### config.mk
export PLATFORM = sky130hd
export DESIGN_NAME = ifetch_ctrl
export DESIGN_NICKNAME = d
export VERILOG_FILES = /design/src/rtl/ifetch_ctrl.sv
export SDC_FILE = /design/constraint.sdc
export NUM_CORES = 1
export LEC_CHECK = 0
export ABC_CLOCK_PERIOD_IN_PS = 16050
export CAP_MARGIN = 20
export CORE_MARGIN = 4
export CORE_UTILIZATION = 30
export CTS_BUF_LIST = sky130_fd_sc_hd__clkbuf_4
export DETAILED_ROUTE_END_ITERATION = 8
export PLACE_DENSITY = 0.5
export SYNTH_ARGS = -nofsm -noshare
export SYNTH_HDL_FRONTEND = slang
export SYNTH_SLANG_ARGS = --single-unit
### constraint.sdc
create_clock -name clk -period 16.05 [get_ports clk]
set_clock_uncertainty 0.2 [all_clocks]
set_input_delay 4.815 -clock clk [delete_from_list [all_inputs] [get_ports clk]]
set_output_delay 4.815 -clock clk [all_outputs]
set_load 0.01 [all_outputs]
### src/rtl/ifetch_ctrl.sv
// Instruction-fetch sequencer: owns the PC, issues 1-cycle-latency imem reads and
// buffers returned words with their PCs in an in-order prefetch queue.
module ifetch_ctrl #(
    parameter int unsigned     XLEN     = 32,
    parameter int unsigned     DEPTH    = 2,
    parameter logic [XLEN-1:0] RESET_PC = '0
) (
    input  logic            clk,
    input  logic            reset,
    input  logic            fetch_en,
    input  logic            redirect_valid,
    input  logic [XLEN-1:0] redirect_pc,
    output logic            imem_req,
    output logic            imem_wr,
    output logic [XLEN-1:0] imem_addr,
    input  logic [XLEN-1:0] imem_rdata,
    output logic            inst_valid,
    input  logic            inst_ready,
    output logic [XLEN-1:0] inst_data,
    output logic [XLEN-1:0] inst_pc
);

    localparam int unsigned PW = (DEPTH > 1) ? $clog2(DEPTH) : 1;
    localparam int unsigned CW = PW + 1;

    logic [XLEN-1:0] pc;
    logic [XLEN-1:0] inflightPc;
    logic            inflight;
    logic [XLEN-1:0] dataMem [DEPTH];
    logic [XLEN-1:0] pcMem   [DEPTH];
    logic [PW-1:0]   rdPtr;
    logic [PW-1:0]   wrPtr;
    logic [CW-1:0]   count;
    logic            headValid;
    logic            pop;
    logic            push;
    logic            issue;
    logic [CW:0]     credit;

    always_comb begin
        headValid = (count != '0);
        // Redirect flushes the queue, so a same-cycle pop or landing response is dropped.
        pop    = headValid && inst_ready && !redirect_valid;
        push   = inflight && !redirect_valid;
        credit = {1'b0, count} + {{CW{1'b0}}, inflight}
               - {{CW{1'b0}}, (headValid && inst_ready)};
        issue  = fetch_en && !redirect_valid && !reset && (credit < (CW+1)'(DEPTH));
    end

    assign imem_req   = issue;
    assign imem_wr    = 1'b0;
    assign imem_addr  = {2'b00, pc[XLEN-1:2]};
    assign inst_valid = headValid;
    assign inst_data  = headValid ? dataMem[rdPtr] : '0;
    assign inst_pc    = headValid ? pcMem[rdPtr]   : '0;

    always_ff @(posedge clk) begin
        if (reset) begin
            pc         <= RESET_PC;
            inflightPc <= '0;
            inflight   <= 1'b0;
            rdPtr      <= '0;
            wrPtr      <= '0;
            count      <= '0;
        end else if (redirect_valid) begin
            pc       <= redirect_pc & ~XLEN'(3);
            inflight <= 1'b0;
            rdPtr    <= '0;
            wrPtr    <= '0;
            count    <= '0;
        end else begin
            if (issue) begin
                pc         <= pc + XLEN'(4);
                inflightPc <= pc;
            end
            inflight <= issue;
            if (push) wrPtr <= wrPtr + PW'(1);
            if (pop)  rdPtr <= rdPtr + PW'(1);
            case ({push, pop})
                2'b10:   count <= count + CW'(1);
                2'b01:   count <= count - CW'(1);
                default: count <= count;
            endcase
        end
    end

    always_ff @(posedge clk) begin
        if (push && !reset) begin
            dataMem[wrPtr] <= imem_rdata;
            pcMem[wrPtr]   <= inflightPc;
        end
    end

    overflowCheck: assert property (@(posedge clk) disable iff (reset)
        !(push && !pop && count == CW'(DEPTH)));

endmodule

* Word level (Yosys, flattened, before mapping) *
Memories as Yosys holds them, arrays and structs flattened. A register that Yosys moved wholly into a read port is not among the register bits.
Index checks and enable logic that the tools add are counted.

word-level totals
  bits in registers = 69
  RAM bits = 128
  bits of input ports = 69
  output and inout bits = 99
  logic and storage cells = 45
  memories = 2

memory list
  memory   depth  bits a word  read ports  clocked after memory_dff  write ports  RTL line  RTL
  dataMem  2      32           1           1                         1            29        logic [XLEN-1:0] dataMem [DEPTH];
  pcMem    2      32           1           1                         1            30        logic [XLEN-1:0] pcMem [DEPTH];

operators by class
  $add $sub $neg = 7
  magnitude comparators = 1
  eq/ne operators = 2
  multiplexer cells = 11
  bitwise gates (word level) = 1
  reduce and logical (&&, ||, !) cells = 14

operator list
  cell                   count
  $mux 32                4
  $add 32x3->32 const B  1
  $logic_and 1x1->1      7
  $mux 1                 6
  $reduce_bool 2->1      3
  $pmux 2 s2             1
  $add 2x1->3            1
  $lt 3x2->1 const B     1
  $sub 3x1->3            1
  $add 1x1->1 const B    2
  $add 2x1->2 const B    1
  $eq 2x1->1 const B     1
  $eq 2x2->1 const B     1
  $logic_not 1->1        2
  $reduce_and 2->1       1
  $reduce_or 2->1        1
  $sub 2x1->2 const B    1
  $not 1->1              1

* Depth between registers and ports, before layout *
  word-level depth = 7
  depth in mapped cells = 13
  mapped depth without buffers = 11

* Worst setup path before layout *
No wires, ideal clock.

  path kind = input to output
  from = input port inst_ready
  to = output port imem_req
  data arrival time = 6.763 ns
  path slack = 4.272 ns
  stages = 9
  cell sequence = and2_1 ha_1 nand2b_1 fa_1 and4bb_2 nand2_1 inv_1 buf_2 buf_2

between the ends
  cells in the longest elaborated chain, start to end = 4

RTL lines
  what                RTL line  RTL
  start: declaration  18        input logic inst_ready,
  $logic_and 1x1->1   46        - {{CW{1'b0}}, (headValid && inst_ready)};
  $sub 3x1->3         46
  $lt 3x2->1          47        issue = fetch_en && !redirect_valid && !reset && (credit < (CW+1)'(DEPTH));
  $logic_and 1x1->1   47
  end: declaration    13        output logic imem_req,

Every way passes these cells.

* Worst setup path in the final report *
Same ends and word-level chain as after synthesis.

==> impl_metrics.ini <==
[grt]
met1_usage_pct = 19.8
antenna_found_initial = 1
grt_pass1_vias = 5534
gr-total-overflow = 0
met2_usage_pct = 22.3
top_usage_layer = met2
grt_usage_pct = 14.1
grt_pass1_wl_um = 32300
grt_max_degree = 64
use_met3_pct = 3.29

[yosys]
netlist_area_um2 = 8100
avgSynthCellArea_um2 = 11.5
ys_types = 57
synthArstFlopShare_pct = 0
syn_inst = 705
ys.flop_type = edfxtp_1
yosysSeqAreaShare_pct = 62.3
ys_ff_latch = 190
ys.warnings.count = 0
synth-edff-count = 124

[setup_path]
cpMostUsedCell = clkdlybuf4s50_1
crit_path_cell_trace = clkdlybuf4s50_1 -> and2_1 -> ha_1 -> nand2b_1 -> fa_1 -> and4bb_2 -> nand2_2 -> clkinv_1 -> clkdlybuf4s50_1
critPathKind = in -> out
start_kind = input port
r2r_cells = 12
rrSetupSlack_ns = 11.91
cpLargestDelayFamily = buffers and inverters
r2r_end = pc[13]
arrival_ns = 7.33
worst-path-buf-inv = 3
end_kind = primary output
cp.required_ns = 11.03
path_depth = 9
max_stage_delay_ns = 0.54
path_max_fanout = 3
cp_slowest_cell = clkdlybuf4s50_1
crit-reg2reg-launch = count[1]

[clock_network]
cts_buffers = 17
clockRootBuffer = clkbuf_4
worstSkewPairLatency_ns = 0.56
htreeDepth = 4
hold_buffers = 0
clockBufferDepth = 2
cts.sinks = 190
cts_tree = yes
cts-resized-gates = 0
clk_pin_slew_ns = 0.15
cts_setup_buffers = 0

[routing]
wl_per_cell_um = 17.8
drt-initial-drc-count = 301
vias = 5807
routed_wl_um = 21300
firstDrtPassIters = 5
postRouteAntennaNets = 0
remaining_drc_errors = 0
vias_per_cell = 4.85

[placement]
place_ws_ns = 3.70
dp.final_hpwl_um = 13700
gp_congestion = 0.798
port_buffers = 160

[sta]
maxSlewViolCount = 0
timing.hold.ws_ns = 0.274
fmax_ghz = 0.0810
postLayoutSetupSlackWorst_ns = 3.70
worstMarginPinSlew_ns = 1.07
finalHoldViolations = 0
final.setup.tns_ns = 0
slew_headroom_pct = 28.6
setup_viol = 0
timing.final.crit_share_pct = 76.9
min_period_ns = 12.35
rsz0062_at_grt = no

[floorplanning]
ios = 168
chipWidth_um = 172
start_util_pct = 30.8
die_area_um2 = 29700
chipHeight_um = 172
rows = 59
core_area_um2 = 26300

[final_layout]
area_delta_synth_final_pct = 26.7
drive_gt1_share_pct = 6.50
nNetsFinal = 921

[hold_path]
hold_start = inflightPc[28]
holdPathStages = 2
min_to = inflightPc[28]
min_path_type = reg -> reg

[pwr]
p_per_area_nw_per_um2 = 83.7
vdd_drop_max_mv = 0.0338
power_mw = 0.859
p_leak_nw = 3.19

[job]
drv_cap = 0

[outcome]
status = completed
[logic make-up (layout without fill, tap and decap cells)]
group	Yosys count	count (layout)	share of synthesized area, %
adder cells (fa/ha/maj)	4	4	0.711
buffers and inverters	65	217	3.79
AO/OA/AOI/OAI	105	105	8.42
multiplexers	63	63	7.80
AND/OR/NAND/NOR	269	269	16.1
other	1	7	0.0463
XOR/XNOR	8	8	0.865
flip-flops	190	190	62.3
[sequential cells by signal, indices dropped and copies added (netlist names), named ones only]
name and cells:
pc 30, wrPtr 1, dataMem 64, rdPtr 1
inflightPc 30, pcMem 60, count 2, inflight 1
[synthesized netlist by cell type, drive strengths merged, types with 5 or more instances]
cell | count | share of area [%]
a22oi | 5 | 0.46
or4 | 8 | 0.79
dfxtp | 66 | 16
o311ai | 5 | 0.54
nand4 | 15 | 1.2
a211o | 5 | 0.54
buf | 25 | 1.8
nor2 | 78 | 3.6
nand4b | 8 | 0.87
xnor2 | 6 | 0.65
nor4 | 7 | 0.80
a21oi | 45 | 2.8
o211ai | 16 | 1.5
mux2i | 62 | 7.7
edfxtp | 124 | 46
nand2 | 94 | 4.4
nor3 | 16 | 0.99
inv | 16 | 0.74
and3 | 8 | 0.63
clkbuf | 24 | 1.3
a31oi | 11 | 0.85
or3 | 7 | 0.56
nand3 | 16 | 1.1
[cells in the final DEF (no fill, tap or decap), types with 3 or more instances in the layout]
| cell | instances |
|---|---|
| o211ai_1 | 16 |
| o311ai_0 | 5 |
| nand2_1 | 93 |
| or3_1 | 6 |
| a21oi_1 | 45 |
| and2_1 | 3 |
| dfxtp_1 | 65 |
| nor2_1 | 76 |
| edfxtp_1 | 124 |
| o22ai_1 | 3 |
| nor4_1 | 5 |
| nand3_1 | 15 |
| ha_1 | 3 |
| and4_1 | 3 |
| inv_6 | 7 |
| a31oi_1 | 11 |
| a211o_1 | 5 |
| and3_1 | 6 |
| xnor2_1 | 6 |
| or4_1 | 7 |
| nand4_1 | 14 |
| buf_4 | 9 |
| conb_1 | 5 |
| a32oi_1 | 4 |
| clkdlybuf4s50_1 | 159 |
| nand4b_1 | 8 |
| a311oi_1 | 3 |
| mux2i_1 | 62 |
| o21ai_0 | 3 |
| inv_8 | 4 |
| inv_1 | 15 |
| nor3_1 | 16 |
| clkbuf_4 | 17 |
| a22oi_1 | 5 |
[worst register-to-register path: stages, from the launching register on]
cell and delay [ns]:
dfxtp_1 0.45, nor2_4 0.11, buf_4 0.58, inv_1 0.16
and2_1 0.23, ha_1 0.27, nand2b_1 0.15, fa_1 0.53
and4bb_2 0.25, nand2_2 0.07, buf_4 0.32, or4_1 0.58
a31oi_1 0.16
[through the flow]
step           std cells  utilization [%]  area [um^2]
3_5_place_dp        1164             38.0         9980
4_1_cts             1196             39.0        10200
6_report            1198             39.0        10300
5_1_grt             1198             39.0        10300
2_1_floorplan        709                -         8110
3_3_place_gp        1164             38.0         9980
[cell type report]
type                       instances  area [um^2]
timing repair buffer             169         1660
multi-input combinational        454         2790
antenna                            2         5.00
inverter                          16         60.1
sequential                       190         5050
clock inverter                    15          140
fill                            2605        16000
clock buffer                      17          128
tap                              335          419
[worst max-delay path by stage]
stage,startpoint,to
floorplan,inst_ready,imem_req
global placement,inst_ready,imem_req
detailed placement,inst_ready,imem_req
CTS,inst_ready,imem_req
global route,inst_ready,imem_req
finish,inst_ready,imem_req
[layer usage]
metal | wire (um) | up-vias | share of wire (%)
met5 | 0 | - | 0
met4 | 205 | 0 | 0.96
met3 | 1120 | 10 | 5.2
met2 | 9830 | 176 | 46
met1 | 10200 | 2737 | 48
li1 | - | 2884 | -
[power by group]
group          leakage, nW  switching [mW]  internal [mW]
Sequential            1.70          0.0142          0.527
Combinational         1.35          0.0326         0.0354
Clock                0.151           0.179         0.0701
Power figures use the tool's default switching activity.
